$ cat config.mk
export PLATFORM = sky130hd
export DESIGN_NAME = ef_ahbl_master
export DESIGN_NICKNAME = d
export VERILOG_FILES = /design/src/rtl/ef_ahbl_master.sv
export SDC_FILE = /design/constraint.sdc
export NUM_CORES = 1
export LEC_CHECK = 0
export BUFFER_PORTS_ARGS = -buffer_cell sky130_fd_sc_hd__buf_4
export CORE_ASPECT_RATIO = 0.7
export CORE_UTILIZATION = 51
export CTS_CLUSTER_SIZE = 40
export DETAILED_ROUTE_END_ITERATION = 10
export PLACE_DENSITY = 0.84
export SLEW_MARGIN = 15
export SYNTH_ARGS = -nofsm -noshare
export SYNTH_HDL_FRONTEND = slang
export SYNTH_SLANG_ARGS = --single-unit
$ cat constraint.sdc
create_clock -name HCLK -period 1.9 [get_ports HCLK]
set_input_delay 0.38 -clock HCLK [delete_from_list [all_inputs] [get_ports HCLK]]
set_output_delay 0.38 -clock HCLK [all_outputs]
set_load 0.03 [all_outputs]
$ cat src/rtl/ef_ahbl_master.sv
// AHB-Lite initiator: turns a valid/ready command stream into single NONSEQ transfers, one response per command.
// Optional macro EF_AHBL_MASTER_ERR_CANCEL_EN holds back the queued address phase for one cycle after an error response.
module ef_ahbl_master (
  input  logic        HCLK,
  input  logic        HRESET,
  input  logic        cmd_valid,
  output logic        cmd_ready,
  input  logic        cmd_write,
  input  logic [31:0] cmd_addr,
  input  logic [2:0]  cmd_size,
  input  logic [31:0] cmd_wdata,
  output logic        rsp_valid,
  output logic        rsp_write,
  output logic [31:0] rsp_rdata,
  output logic        rsp_err,
  output logic        busy,
  output logic [31:0] HADDR,
  output logic [1:0]  HTRANS,
  output logic        HWRITE,
  output logic [2:0]  HSIZE,
  output logic [2:0]  HBURST,
  output logic [3:0]  HPROT,
  output logic [31:0] HWDATA,
  input  logic [31:0] HRDATA,
  input  logic        HREADY,
  input  logic        HRESP
);

  logic        vld_p0;
  logic        wr_p0;
  logic [31:0] addr_p0;
  logic [2:0]  size_p0;
  logic [31:0] wdata_p0;

  logic        vld_p1;
  logic        wr_p1;
  logic [31:0] wdata_p1;

  logic        vld_p2;
  logic        wr_p2;
  logic [31:0] rdata_p2;
  logic        err_p2;

  logic        err_hold;
  logic        cmd_fire;
  logic        done_p1;

  assign cmd_ready = ~vld_p0 | (HREADY & ~err_hold);
  assign cmd_fire  = cmd_valid & cmd_ready;
  assign done_p1   = vld_p1 & HREADY;

  // Stage p0: address phase. An empty stage may be filled even during a wait state.
  always_ff @(posedge HCLK) begin
    if (HRESET) begin
      vld_p0   <= 1'b0;
      wr_p0    <= 1'b0;
      addr_p0  <= '0;
      size_p0  <= '0;
      wdata_p0 <= '0;
    end else if (cmd_fire) begin
      vld_p0   <= 1'b1;
      wr_p0    <= cmd_write;
      addr_p0  <= cmd_addr;
      size_p0  <= cmd_size;
      wdata_p0 <= cmd_wdata;
    end else if (HREADY & ~err_hold) begin
      vld_p0   <= 1'b0;
    end
  end

  // Stage p1: data phase, advances only when the bus is ready.
  always_ff @(posedge HCLK) begin
    if (HRESET) begin
      vld_p1   <= 1'b0;
      wr_p1    <= 1'b0;
      wdata_p1 <= '0;
    end else if (HREADY) begin
      vld_p1   <= vld_p0 & ~err_hold;
      wr_p1    <= wr_p0;
      wdata_p1 <= wdata_p0;
    end
  end

  // Stage p2: one-cycle response pulse after the data phase completes.
  always_ff @(posedge HCLK) begin
    if (HRESET) begin
      vld_p2   <= 1'b0;
      wr_p2    <= 1'b0;
      rdata_p2 <= '0;
      err_p2   <= 1'b0;
    end else begin
      vld_p2   <= done_p1;
      wr_p2    <= done_p1 & wr_p1;
      rdata_p2 <= (done_p1 & ~wr_p1) ? HRDATA : 32'h0;
      err_p2   <= done_p1 & HRESP;
    end
  end

`ifdef EF_AHBL_MASTER_ERR_CANCEL_EN
  // First error cycle (HREADY low) arms the hold; it drops on the closing edge.
  always_ff @(posedge HCLK) begin
    if (HRESET)
      err_hold <= 1'b0;
    else if (HREADY)
      err_hold <= 1'b0;
    else if (vld_p1 & HRESP)
      err_hold <= 1'b1;
  end
`else
  assign err_hold = 1'b0;
`endif

  assign HTRANS    = (vld_p0 & ~err_hold) ? 2'b10 : 2'b00;
  assign HADDR     = addr_p0;
  assign HWRITE    = wr_p0;
  assign HSIZE     = size_p0;
  assign HBURST    = 3'b000;
  assign HPROT     = 4'b0011;
  assign HWDATA    = wdata_p1;

  assign rsp_valid = vld_p2;
  assign rsp_write = wr_p2;
  assign rsp_rdata = rdata_p2;
  assign rsp_err   = err_p2;
  assign busy      = vld_p0 | vld_p1;

endmodule

==> results.yml <==
cells_and_area:
  syn2layout_area_growth_pct: 43.1
  stdcell_count: 840
  nFillCells: 675
  nNetsFinal: 804
  multiInputGateArea_mm2: 0.00212
  regArea_mm2: 0.00276
  design_area_mm2: 0.00745
  diodes: 0
  drive_gt1_share_pct: 38.3
  final_core_util_pct: 76.1
setup_path:
  worstReg2RegStart: "vld_p0"
  path_class: "flop to primary output"
  cp_max_fo: 25
  start_kind: "flop"
  rrSetupSlack_ns: 0.50
  r2r-end: "HADDR[17]"
  crit_chain: "nand2b_4 > buf_4"
  endpoint_kind: "primary output"
  critPathMaxStageDelay_ns: 0.41
  rr_worst_depth: 4
  cp_slowest_cell: "dfxtp_1"
  worstPathRequired_ns: 1.52
  arrival_ns: 1.29
synthesis:
  yosysUniqueCellTypes: 20
  ys_ff_latch: 138
  synth_xor_area_share_pct: 0
  muxShareOfSynthArea_pct: 6.54
  synth_simple_gate_area_share_pct: 13.9
  synth-main-ff-cell: "dfxtp_1"
  synth_top_family_by_area: "compound AO/OA/AOI/OAI gates"
  synth-compound-area-share_pct: 19.7
  synth_top_area_share_pct: 53.1
  ys_top_cells_by_area: "dfxtp_1 (53%), a21bo_1 (9.6%), a21oi_1 (6.6%), mux2i_1 (6.5%), nand3_1 (6.5%)"
  ys_async_sr_fraction_pct: 0
  syn_area_per_cell_um2: 10.2
  ys_warn_count: 0
  syn_area_mm2: 0.00521
  yosysSeqAreaShare_pct: 53.1
  yosysTopAreaCell: "dfxtp_1"
  synth_edf_count: 0
  synth_cells: 511
  synth_fa_ha_area_share_pct: 0
placed_design:
  dp.cells: 808
  place_ws_ns: 0.373
  portBuffers: 210
  routabilityCongestion: 0.770
  dp_hpwl_mm: 8.65
  placed_cell_area_mm2: 0.00678
timing:
  clock_skew_ns: 0.00573
  layout_setup_ws_ns: 0.234
  min_period_ns: 1.67
  finalHoldViolCount: 0
  finalSetupViolCount: 0
  rsz0062_at_grt: "false"
  timing.hold.ws_ns: 0.171
  period_share_pct: 87.7
  fmax_mhz: 600
  drv_slew: 0
  fin_tns_setup_ns: 0
cts:
  cts_made_buffers: 17
  clk_latency_ns: 0.41
  cts_tree: "yes"
  ctsRootBufferMaster: "clkbuf_16"
  holdBufCountCts: 0
  cts_resized: 0
  clockBufferDepth: 2
  clock-sinks: 138
  post_cts_buffers: 0
  path_clk_slew_ns: 0.06
  h-tree-depth: 4
route:
  drc_errors: 0
  drt_first_pass_iters: 4
  viasPerCell: 5.11
  wl_mm: 13.1
  routed_wire_length_per_instance_um: 15.6
  vias: 4294
  ant_nets: 0
  detail_route.iter0.violations: 175
worst_hold_path:
  hold_start: "HRDATA[12]"
  hold_depth: 2
  hp-class: "input port to flop"
  min_to: "rsp_rdata[12]"
floorplan:
  die_h_um: 86.5
  die_w_um: 123
  start_util_pct: 53.2
  io_pins: 219
  fp.dieArea_mm2: 0.0106
  core_area_mm2: 0.00980
  num_rows: 30
global_route:
  grt_max_degree: 104
  antenna_found_initial: 0
  grt_pass1_wl_mm: 19.9
  grt_overflow_total: 0
  grt_pass1_vias: 4036
  grt_usage_pct: 24.6
pwr:
  p_leak_nw: 3.47
  finalPower_mw: 7.59
  ir_drop_uv: 719
  power_density_mw_per_mm2: 1020
run:
  drv_cap: 0
outcome:
  status: "finished, final reports clean"
layout make-up:
cell class | count | share of cell area [%]
Clock buffer | 22 | 6.50
Clock inverter | 10 | 2.52
Inverter | 1 | 0.0504
Multi-Input combinational cell | 320 | 28.5
Sequential cell | 138 | 37.1
Tap cell | 128 | 2.15
Timing Repair Buffer | 221 | 23.3
where the power goes:
group / leakage [nW] / internal (mW) / total [mW] / switching [mW]
logic: 2.02 / 0.402 / 0.859 / 0.457
registers: 1.13 / 3.01 / 3.07 / 0.0607
clock network: 0.323 / 2.47 / 3.66 / 1.19
worst max-delay path: cells and delay by family, from the launching register on:
family | cells | cell delay, ns
buf+inv | 1 | 0.24
flops | 1 | 0.41
simple gates | 1 | 0.22
per-layer routing:
metal  GRT usage (%)  part of all wire, %
met4            8.09                  1.0
met3            8.62                  8.1
met2            41.3                   49
met5               0                    0
met1            29.3                   42
layout by cell type, fill, tap and decap left out, types with 2 or more instances in the layout:
master,netlist,final
a21bo_1,50,50
a21bo_2,18,18
a21oi_1,69,69
and2_1,33,33
and3_1,2,2
buf_12,0,6
buf_4,17,215
bufinv_16,0,5
clkbuf_16,0,17
clkbuf_8,0,4
clkinv_4,0,2
clkinvlp_4,0,2
conb_1,2,8
dfxtp_1,138,138
mux2i_1,34,34
nand3_1,68,68
nor2_1,34,34
kinds of logic (layout without fill, tap and decap cells):
kind of cell           count (synthesis)  after routing
and+or+nand+nor                      141            141
DFF                                  138            138
AOI/OAI and AO/OA                    137            137
buffers and inverters                 59            254
muxes                                 34             34
other                                  2              8
worst max path at each step:
| stage | slack [ns] | start | end | cells past startpoint |
|---|---|---|---|---|
| after floorplan | 0.64 | HREADY | cmd_ready | 3 |
| after global placement | 0.44 | HREADY | rsp_rdata[8] | 5 |
| after detailed placement | 0.37 | HREADY | rsp_rdata[1] | 5 |
| after CTS | 0.22 | vld_p0 | cmd_ready | 2 |
| after global routing | 0.17 | vld_p0 | cmd_ready | 2 |
| final | 0.23 | vld_p0 | cmd_ready | 2 |
synth_stat cells, types with 2 or more instances:
cell type,n
nor2_1,34
conb_1,2
and3_1,2
buf_1,8
buf_2,13
clkbuf_1,14
a21bo_2,18
and2_1,33
a21oi_1,69
dfxtp_1,138
nand3_1,68
buf_6,6
mux2i_1,34
a21bo_1,50
buf_4,17
flip-flops by register name (all words and copies together) (netlist names):
register / cells
HADDR: 32
HSIZE: 3
HWDATA: 32
HWRITE: 1
rsp_err: 1
rsp_rdata: 32
rsp_valid: 1
rsp_write: 1
vld_p0: 1
vld_p1: 1
wdata_p0: 32
wr_p1: 1
Note: power is estimated with default switching activity, not from simulation.
